$ cat config.mk
export PLATFORM = sky130hd
export DESIGN_NAME = mem_bus_arbiter
export DESIGN_NICKNAME = d
export VERILOG_FILES = /design/src/rtl/mem_bus_arbiter.sv
export SDC_FILE = /design/constraint.sdc
export NUM_CORES = 1
export LEC_CHECK = 0
export BUFFER_PORTS_ARGS = -buffer_cell sky130_fd_sc_hd__buf_2
export CAP_MARGIN = 20
export CORE_MARGIN = 10
export CORE_UTILIZATION = 25
export DETAILED_ROUTE_END_ITERATION = 6
export SLEW_MARGIN = 20
export SYNTH_ARGS = -nofsm -noshare
export SYNTH_HDL_FRONTEND = slang
export SYNTH_SLANG_ARGS = --single-unit
$ cat constraint.sdc
create_clock -name clk -period 2.9 [get_ports clk]
set_input_delay 0.58 -clock clk [delete_from_list [all_inputs] [get_ports clk]]
set_output_delay 0.58 -clock clk [all_outputs]
set_load 0.1 [all_outputs]
$ cat src/rtl/mem_bus_arbiter.sv
// Arbitrates the fetch and data requesters onto one SRAM-like bus port and
// routes in-order responses back through a 1-bit owner tag FIFO.
module mem_bus_arbiter #(
  parameter int DEPTH        = 4,
  parameter int STARVE_LIMIT = 3
) (
  input  logic        clk,
  input  logic        resetn,
  input  logic        inst_req,
  input  logic [31:0] inst_addr,
  output logic        inst_addr_ok,
  output logic        inst_data_ok,
  output logic [31:0] inst_rdata,
  input  logic        data_req,
  input  logic        data_wr,
  input  logic [1:0]  data_size,
  input  logic [31:0] data_addr,
  input  logic [31:0] data_wdata,
  output logic        data_addr_ok,
  output logic        data_data_ok,
  output logic [31:0] data_rdata,
  output logic        bus_req,
  output logic        bus_wr,
  output logic [1:0]  bus_size,
  output logic [31:0] bus_addr,
  output logic [31:0] bus_wdata,
  input  logic        bus_addr_ok,
  input  logic        bus_data_ok,
  input  logic [31:0] bus_rdata
);
  localparam int PW = $clog2(DEPTH);
  localparam int CW = PW + 1;

  logic [DEPTH-1:0] tag_q, tag_d;
  logic [PW-1:0]    wptr_q, wptr_d, rptr_q, rptr_d;
  logic [CW-1:0]    cnt_q, cnt_d;
  logic             lock_valid_q, lock_valid_d;
  logic             lock_owner_q, lock_owner_d;
  logic [3:0]       starve_q, starve_d;

  logic grant_vld, grant_data, lock_hold, full, accept, pop, head;

  // Grant: sticky lock first, then starvation override, then data priority.
  always_comb begin
    grant_vld  = 1'b0;
    grant_data = 1'b0;
    lock_hold  = lock_valid_q && (lock_owner_q ? data_req : inst_req);
    if (lock_hold) begin
      grant_vld  = 1'b1;
      grant_data = lock_owner_q;
    end else if (inst_req && data_req && starve_q == 4'(STARVE_LIMIT)) begin
      grant_vld  = 1'b1;
      grant_data = 1'b0;
    end else if (data_req) begin
      grant_vld  = 1'b1;
      grant_data = 1'b1;
    end else if (inst_req) begin
      grant_vld  = 1'b1;
      grant_data = 1'b0;
    end
  end

  assign full      = (cnt_q == CW'(DEPTH));
  assign bus_req   = grant_vld && !full;
  assign bus_wr    = grant_vld && grant_data && data_wr;
  assign bus_size  = !grant_vld ? 2'd0  : (grant_data ? data_size  : 2'd2);
  assign bus_addr  = !grant_vld ? 32'd0 : (grant_data ? data_addr  : inst_addr);
  assign bus_wdata = !grant_vld ? 32'd0 : (grant_data ? data_wdata : 32'd0);

  assign accept       = bus_req && bus_addr_ok;
  assign inst_addr_ok = accept && !grant_data;
  assign data_addr_ok = accept && grant_data;

  // Responses with nothing outstanding are dropped without popping.
  assign pop          = bus_data_ok && (cnt_q != '0);
  assign head         = tag_q[rptr_q];
  assign inst_data_ok = pop && !head;
  assign data_data_ok = pop && head;
  assign inst_rdata   = bus_rdata;
  assign data_rdata   = bus_rdata;

  always_comb begin
    tag_d  = tag_q;
    wptr_d = wptr_q;
    rptr_d = rptr_q;
    cnt_d  = cnt_q;
    if (accept) begin
      tag_d[wptr_q] = grant_data;
      wptr_d        = wptr_q + 1'b1;
    end
    if (pop) rptr_d = rptr_q + 1'b1;
    case ({accept, pop})
      2'b10:   cnt_d = cnt_q + 1'b1;
      2'b01:   cnt_d = cnt_q - 1'b1;
      default: cnt_d = cnt_q;
    endcase
  end

  // A stalled request pins the grant; a withdrawn one frees it the same cycle.
  always_comb begin
    lock_valid_d = lock_valid_q;
    lock_owner_d = lock_owner_q;
    if (lock_valid_q && !lock_hold) lock_valid_d = 1'b0;
    if (bus_req) begin
      lock_valid_d = !bus_addr_ok;
      lock_owner_d = grant_data;
    end
  end

  always_comb begin
    starve_d = starve_q;
    if (!inst_req || inst_addr_ok)
      starve_d = 4'd0;
    else if (data_addr_ok && starve_q < 4'(STARVE_LIMIT))
      starve_d = starve_q + 4'd1;
  end

  always_ff @(posedge clk) begin
    if (!resetn) begin
      tag_q        <= '0;
      wptr_q       <= '0;
      rptr_q       <= '0;
      cnt_q        <= '0;
      lock_valid_q <= 1'b0;
      lock_owner_q <= 1'b0;
      starve_q     <= 4'd0;
    end else begin
      tag_q        <= tag_d;
      wptr_q       <= wptr_d;
      rptr_q       <= rptr_d;
      cnt_q        <= cnt_d;
      lock_valid_q <= lock_valid_d;
      lock_owner_q <= lock_owner_d;
      starve_q     <= starve_d;
    end
  end

endmodule

==> results.sh, run 1 <==
export IMPL_power_density_mw_per_mm2=496
export IMPL_hold_path_class="flip-flop to flip-flop"
export IMPL_cts_resized=0
export IMPL_clock_fmax_ghz=0.380
export IMPL_cts_hold_buffers=0
export IMPL_postRouteAntennaNets=0
export IMPL_io_buffers=176
export IMPL_grt_usage_pct=12.3
export IMPL_path_clk_slew_ns=0.06
export IMPL_critPathKind="flip-flop to output port"
export IMPL_root_buffer="clkbuf_8"
export IMPL_grt_pass1_vias=2429
export IMPL_syn_nets=459
export IMPL_nFillCells=789
export IMPL_initial_core_util_pct=25.4
export IMPL_multi_input_area_mm2=0.00152
export IMPL_hold_viol=0
export IMPL_cts_max_level=1
export IMPL_antenna_cells=0
export IMPL_numCtsBuffers=3
export IMPL_cts_tree="yes"
export IMPL_synth_seq_cells=17
export IMPL_period_needed_ns=2.63
export IMPL_hpwl_um=7540
export IMPL_clock_latency_ns=0.26
export IMPL_dp_slack_ns=0.290
export IMPL_antenna_found_initial=0
export IMPL_grt_max_degree=47
export IMPL_slew_limit_headroom_pct=65.7
export IMPL_crit_family="buffers and inverters"
export IMPL_finalNonFillerCells=524
export IMPL_dr_first_iter_drc_count=129
export IMPL_postCtsSetupBuffers=0
export IMPL_ys_warn_count=0
export IMPL_cts_sinks=17
export IMPL_r2r_cells=9
export IMPL_grt_pass1_wl_um=13200
export IMPL_crit_cells=7
export IMPL_syn_mean_instance_area_um2=6.94
export IMPL_outcome="finished, final reports clean"
export IMPL_cp_required_ns=2.32
export IMPL_synth_compound_area_share_pct=16.4
export IMPL_cap_violations=0
export IMPL_ys_seq_area_share_pct=15.6
export IMPL_async_flop_share_pct=0
export IMPL_rsz0062_at_grt="false"
export IMPL_synth_distinct_cells=42
export IMPL_synth_fa_ha_area_share_pct=4.35
export IMPL_die_w_um=113
export IMPL_synth_xor_area_share_pct=2.00
export IMPL_rows=34
export IMPL_dpl_cell_count=520
export IMPL_critPathMaxFanout=26
export IMPL_cp_arrival_ns=2.05
export IMPL_die_area_mm2=0.0129
export IMPL_final_util_pct=47.0
export IMPL_nets=561
export IMPL_dr_pass1_iters=6
export IMPL_slowest_delay_ns=0.36
export IMPL_place_gp_congestion=0.746
export IMPL_fin_crit_sh_pct=90.9
export IMPL_ir_drop_v=0.000376
export IMPL_regArea_um2=340
export IMPL_tns_ns=0
export IMPL_yosys_area_share_simple_pct=30.6
export IMPL_synthCells=315
export IMPL_drive_gt1_share_pct=56.0
export IMPL_routedWlPerCell_um=16.3
export IMPL_crit_buf_inv=2
export IMPL_leakagePower_nw=1.82
export IMPL_clock_path_buffers=2
export IMPL_dr_total_vias=2340
export IMPL_worst_slew_pin_slew_ns=0.517
export IMPL_setup_viol=0
export IMPL_hold_ws_ns=0.490
export IMPL_finalInstanceArea_mm2=0.00404
export IMPL_hold_depth=2
export IMPL_crit_chain="ha_1 -> nand3b_4 -> o311ai_4 -> buf_4 -> nand2_1 -> a21oi_4 -> buf_12"
export IMPL_drt_wl_total_um=8550
export IMPL_grt_overflow=0
export IMPL_drc=0
export IMPL_io_pins=273
export IMPL_synth_cell_area_mm2=0.00218
export IMPL_placed_area_mm2=0.00399
export IMPL_synth_edf_count=0
export IMPL_viasPerCell=4.47
export IMPL_synthMuxAreaShare_pct=2.00
export IMPL_worst_slack_ns=0.265
export IMPL_crit_path_start_kind="flip-flop"
export IMPL_crit_slowest_cell="dfxtp_1"
export IMPL_synth_main_ff_cell="dfxtp_1"
export IMPL_finalMaxSlewViolations=0
export IMPL_synth_top_family_by_area="simple AND/OR/NAND/NOR gates"
export IMPL_core_mm2=0.00859
export IMPL_die_h_um=113
export IMPL_area_growth_syn_to_layout_pct=84.7
export IMPL_finalPower_mw=2.00
export IMPL_crit_path_end_kind="output port"
export IMPL_skew_ns=0.00987
## cell usage in the layout (no fill, tap or decap), types with 2 or more instances in the layout
cell type	instances
buf_2	108
nand2_1	76
buf_12	70
and2_1	43
a21oi_4	23
dfxtp_1	17
a21oi_2	12
inv_1	7
ha_1	6
a41o_1	4
xnor2_1	4
nor2_2	3
nand3_1	3
o21ai_0	3
clkbuf_8	3
buf_4	3
nor2_1	2
a21oi_1	2
## registers in the layout, summed over array words and instances (netlist names)
register	flops
rptr_q	2
starve_q	4
tag_q	4
lock_owner_q	1
lock_valid_q	1
wptr_q	2
cnt_q	3
## layer usage
metal	wire length (um)	global-route usage (%)	vias up
li1	-	-	1152
met1	2960	12.3	1026
met2	4570	22.4	154
met3	939	5.72	8
met4	75	2.96	0
met5	0	0	-
## area by class of cell
class	instances	area share (%)
repair buffers	181	48.7
multi-input cells	206	37.6
flip-flops and latches	17	8.43
well taps	108	3.35
clock buffers	3	1.02
inverters	8	0.744
clock inverters	1	0.124
## final timing paths
| kind | from | to | slack (ns) |
|---|---|---|---|
| max | starve_q[0] | bus_addr[9] | 0.27 |
| min | lock_owner_q | lock_owner_q | 0.49 |
| max reg2reg | cnt_q[0] | cnt_q[2] | 0.48 |
| min reg2reg | lock_owner_q | lock_owner_q | 0.49 |
## worst min-delay path, delay by kind of cell, from the launching register on
family          cells  cell delay [ns]
simple gates        1             0.06
flops               1             0.33
compound gates      1             0.06
## cell usage after synthesis, drive strengths merged (3+ instances only)
cell type,n,area share [%]
and2,44,13
a41o,4,1.8
nand2,76,13
inv,8,1.4
a21oi,37,9.0
dfxtp,17,16
o21ai,3,0.69
ha,6,3.4
buf,77,26
clkbuf,7,1.2
xnor2,4,1.6
nand3,3,0.69
nor2,6,1.0
## power by group
group	switching, mW	internal (mW)	leakage [nW]
logic	0.981	0.532	1.66
registers	0.0350	0.272	0.139
clock network	0.0840	0.0954	0.0255
## logic make-up (layout without fill, tap and decap cells)
kind of cell | Yosys count | in the layout
mux | 3 | 3
xor+xnor | 5 | 5
flops | 17 | 17
compound gates | 54 | 54
simple gates | 137 | 137
buf+inv | 92 | 193
fa+ha+maj | 7 | 7
Power figures use the tool's default switching activity.
==> run 2, diff against run 1 <==
--- a/config.mk
+++ b/config.mk
@@ -5,6 +5,7 @@
 export SDC_FILE = /design/constraint.sdc
 export NUM_CORES = 1
 export LEC_CHECK = 0
+export ABC_AREA = 1
 export BUFFER_PORTS_ARGS = -buffer_cell sky130_fd_sc_hd__buf_2
 export CAP_MARGIN = 20
 export CORE_MARGIN = 10
==> results.sh, run 2 <==
export IMPL_outcome="finished, final reports clean"
export IMPL_antenna_cells=0
export IMPL_dr_total_vias=2506
export IMPL_routedWlPerCell_um=16.1
export IMPL_hold_path_class="flip-flop to flip-flop"
export IMPL_p_seq_share_pct=11.9
export IMPL_cp_arrival_ns=1.98
export IMPL_leakagePower_nw=1.97
export IMPL_grt_max_degree=38
export IMPL_syn_mean_instance_area_um2=5.84
export IMPL_grt_pass1_vias=2541
export IMPL_pwr_share_clk_pct=7.3
export IMPL_die_w_um=114
export IMPL_antenna_found_initial=0
export IMPL_regToRegSetupSlack_ns=0.83
export IMPL_syn_nets=521
export IMPL_cts_resized=0
export IMPL_synth_seq_cells=17
export IMPL_drt_wl_total_um=9520
export IMPL_io_pins=273
export IMPL_slew_limit_headroom_pct=66.8
export IMPL_ys_seq_area_share_pct=15.5
export IMPL_yosysMostFrequentCell="nor2_1"
export IMPL_cp_required_ns=2.32
export IMPL_crit_path_end_kind="output port"
export IMPL_switchingPower_mw=1.47
export IMPL_clock_fmax_ghz=0.390
export IMPL_synth_main_ff_cell="dfxtp_1"
export IMPL_cts_max_level=1
export IMPL_numCtsBuffers=3
export IMPL_drive_gt1_share_pct=47.7
export IMPL_cts_sinks=17
export IMPL_critPathKind="flip-flop to output port"
export IMPL_initial_core_util_pct=25.5
export IMPL_cts_hold_buffers=0
export IMPL_critPathMaxFanout=33
export IMPL_grt_overflow=0
export IMPL_io_buffers=176
export IMPL_ys_warn_count=0
export IMPL_final_cell_mix="buf_2, nor2_1, buf_12, inv_1, nor2_2"
export IMPL_clock_path_buffers=2
export IMPL_area_growth_syn_to_layout_pct=73.9
export IMPL_power_density_mw_per_mm2=645
export IMPL_rsz0062_at_grt="false"
export IMPL_postRouteAntennaNets=0
export IMPL_viasPerCell=4.25
export IMPL_final_common_cell="buf_2"
export IMPL_p_int_mw=0.995
export IMPL_clock_latency_ns=0.26
export IMPL_cap_violations=0
export IMPL_synth_distinct_cells=27
export IMPL_synth_cell_area_mm2=0.00220
export IMPL_rows=34
export IMPL_die_area_mm2=0.0130
export IMPL_setup_viol=0
export IMPL_synthTopCellsByCount="nor2_1, buf_4, inv_1, o21ai_1, nand2_1"
export IMPL_switching_share_pct=59.7
export IMPL_synth_top_cell_by_area="buf_4"
export IMPL_grt_pass1_wl_um=14100
export IMPL_final_util_pct=44.3
export IMPL_period_needed_ns=2.56
export IMPL_async_flop_share_pct=0
export IMPL_path_clk_slew_ns=0.06
export IMPL_crit_path_start_kind="flip-flop"
export IMPL_place_gp_congestion=0.861
export IMPL_skew_ns=0.00716
export IMPL_synthTopCellsByArea="buf_4, nor2_1, dfxtp_1"
export IMPL_finalPower_mw=2.47
export IMPL_finalMaxSlewViolations=0
export IMPL_nets=627
export IMPL_worst_slew_pin_slew_ns=0.502
export IMPL_core_mm2=0.00864
export IMPL_hpwl_um=8240
export IMPL_hold_viol=0
export IMPL_drc=0
export IMPL_synth_edf_count=0
export IMPL_fin_crit_sh_pct=88.4
export IMPL_postCtsSetupBuffers=0
export IMPL_top_regs="starve_q (4), tag_q (4), cnt_q (3)"
export IMPL_root_buffer="clkbuf_8"
export IMPL_nFillCells=837
export IMPL_synth_top_area_share_pct=21.8
export IMPL_grt_usage_pct=13.2
export IMPL_dr_pass1_iters=4
export IMPL_pwr_share_comb_pct=80.8
export IMPL_ir_drop_v=0.000489
export IMPL_cts_tree="yes"
export IMPL_dr_first_iter_drc_count=102
export IMPL_synthCells=377
export IMPL_die_h_um=114
## run 2: cell count changes in the layout (fill, tap and decap cells not counted), moves of 22 or more
| cell | delta |
|---|---|
| nand2_1 | -56 |
| inv_1 | +55 |
| and2_1 | -43 |
| a21oi_4 | -22 |
| nor2_2 | +33 |
| o21ai_1 | +22 |
| nor2_1 | +82 |
## run 2: through the flow
step / hold WS, ns / instance area (um^2) / TNS, ns / cells / setup WS (ns)
detailed placement: 0.422 / 3780 / 0 / 586 / 0.416
global placement: 0.416 / 3780 / 0 / 586 / 0.465
floorplan: 0.408 / 2290 / -5.06 / 377 / -0.169
finish: 0.430 / 3830 / 0 / 590 / 0.338
CTS: 0.432 / 3830 / 0 / 590 / 0.295
global route: 0.459 / 3830 / 0 / 590 / 0.127
## run 2: logic make-up after synthesis
logic type	Yosys count	synth area share, %
compound gates	59	14.6
simple gates	152	27.5
buf+inv	142	38.1
fa+ha+maj	7	4.32
flops	17	15.5
## run 2: worst max-delay path, cell delays in order, from the launching register on
cell     delay (ns)
dfxtp_1        0.33
ha_1           0.23
nand2_1        0.07
inv_1          0.05
a21oi_1        0.12
nand2_1        0.06
nand2_1        0.06
buf_4          0.32
nor2_1         0.09
nor2_2         0.19
buf_12         0.20
## run 2: worst paths after layout
| path | endpoint | startpoint | depth (start not counted) |
|---|---|---|---|
| worst min register to register | starve_q[3] | starve_q[3] | 2 |
| worst min-delay path | starve_q[3] | starve_q[3] | 2 |
| worst max register to register | cnt_q[2] | cnt_q[0] | 12 |
| worst max-delay path | bus_addr[29] | starve_q[0] | 10 |
## run 2: layout make-up
class / count / area [um^2] / area share, %
sequential: 17 / 340 / 8.89
clock buffer: 3 / 41.3 / 1.08
tap: 108 / 135 / 3.53
clock inverter: 1 / 5.00 / 0.131
inverter: 63 / 236 / 6.17
timing repair buffer: 180 / 1960 / 51.2
multi-input combinational: 218 / 1110 / 29.0
## run 2: metal layers
layer  vias to the layer above  routed length [um]  GRT usage [%]  part of all wire (%)
met2                       135                5210           25.2                    55
met4                         0                 119           3.09                   1.2
met3                        14                1140           6.04                    12
li1                       1279                   -              -                     -
met1                      1078                3050           12.5                    32
met5                         -                   0          0.392                     0
## run 2: power by group through the flow
| stage | Sequential, mW | Clock (mW) | Combinational, mW |
|---|---|---|---|
| 3_5_place_dp | 0.299 | 0 | 2.01 |
| 3_3_place_gp | 0.298 | 0 | 1.98 |
| 6_report | 0.295 | 0.179 | 2.00 |
| 5_1_grt | 0.299 | 0.202 | 2.08 |
| 2_1_floorplan | 0.294 | 0 | 1.75 |
| 4_1_cts | 0.295 | 0.186 | 2.01 |
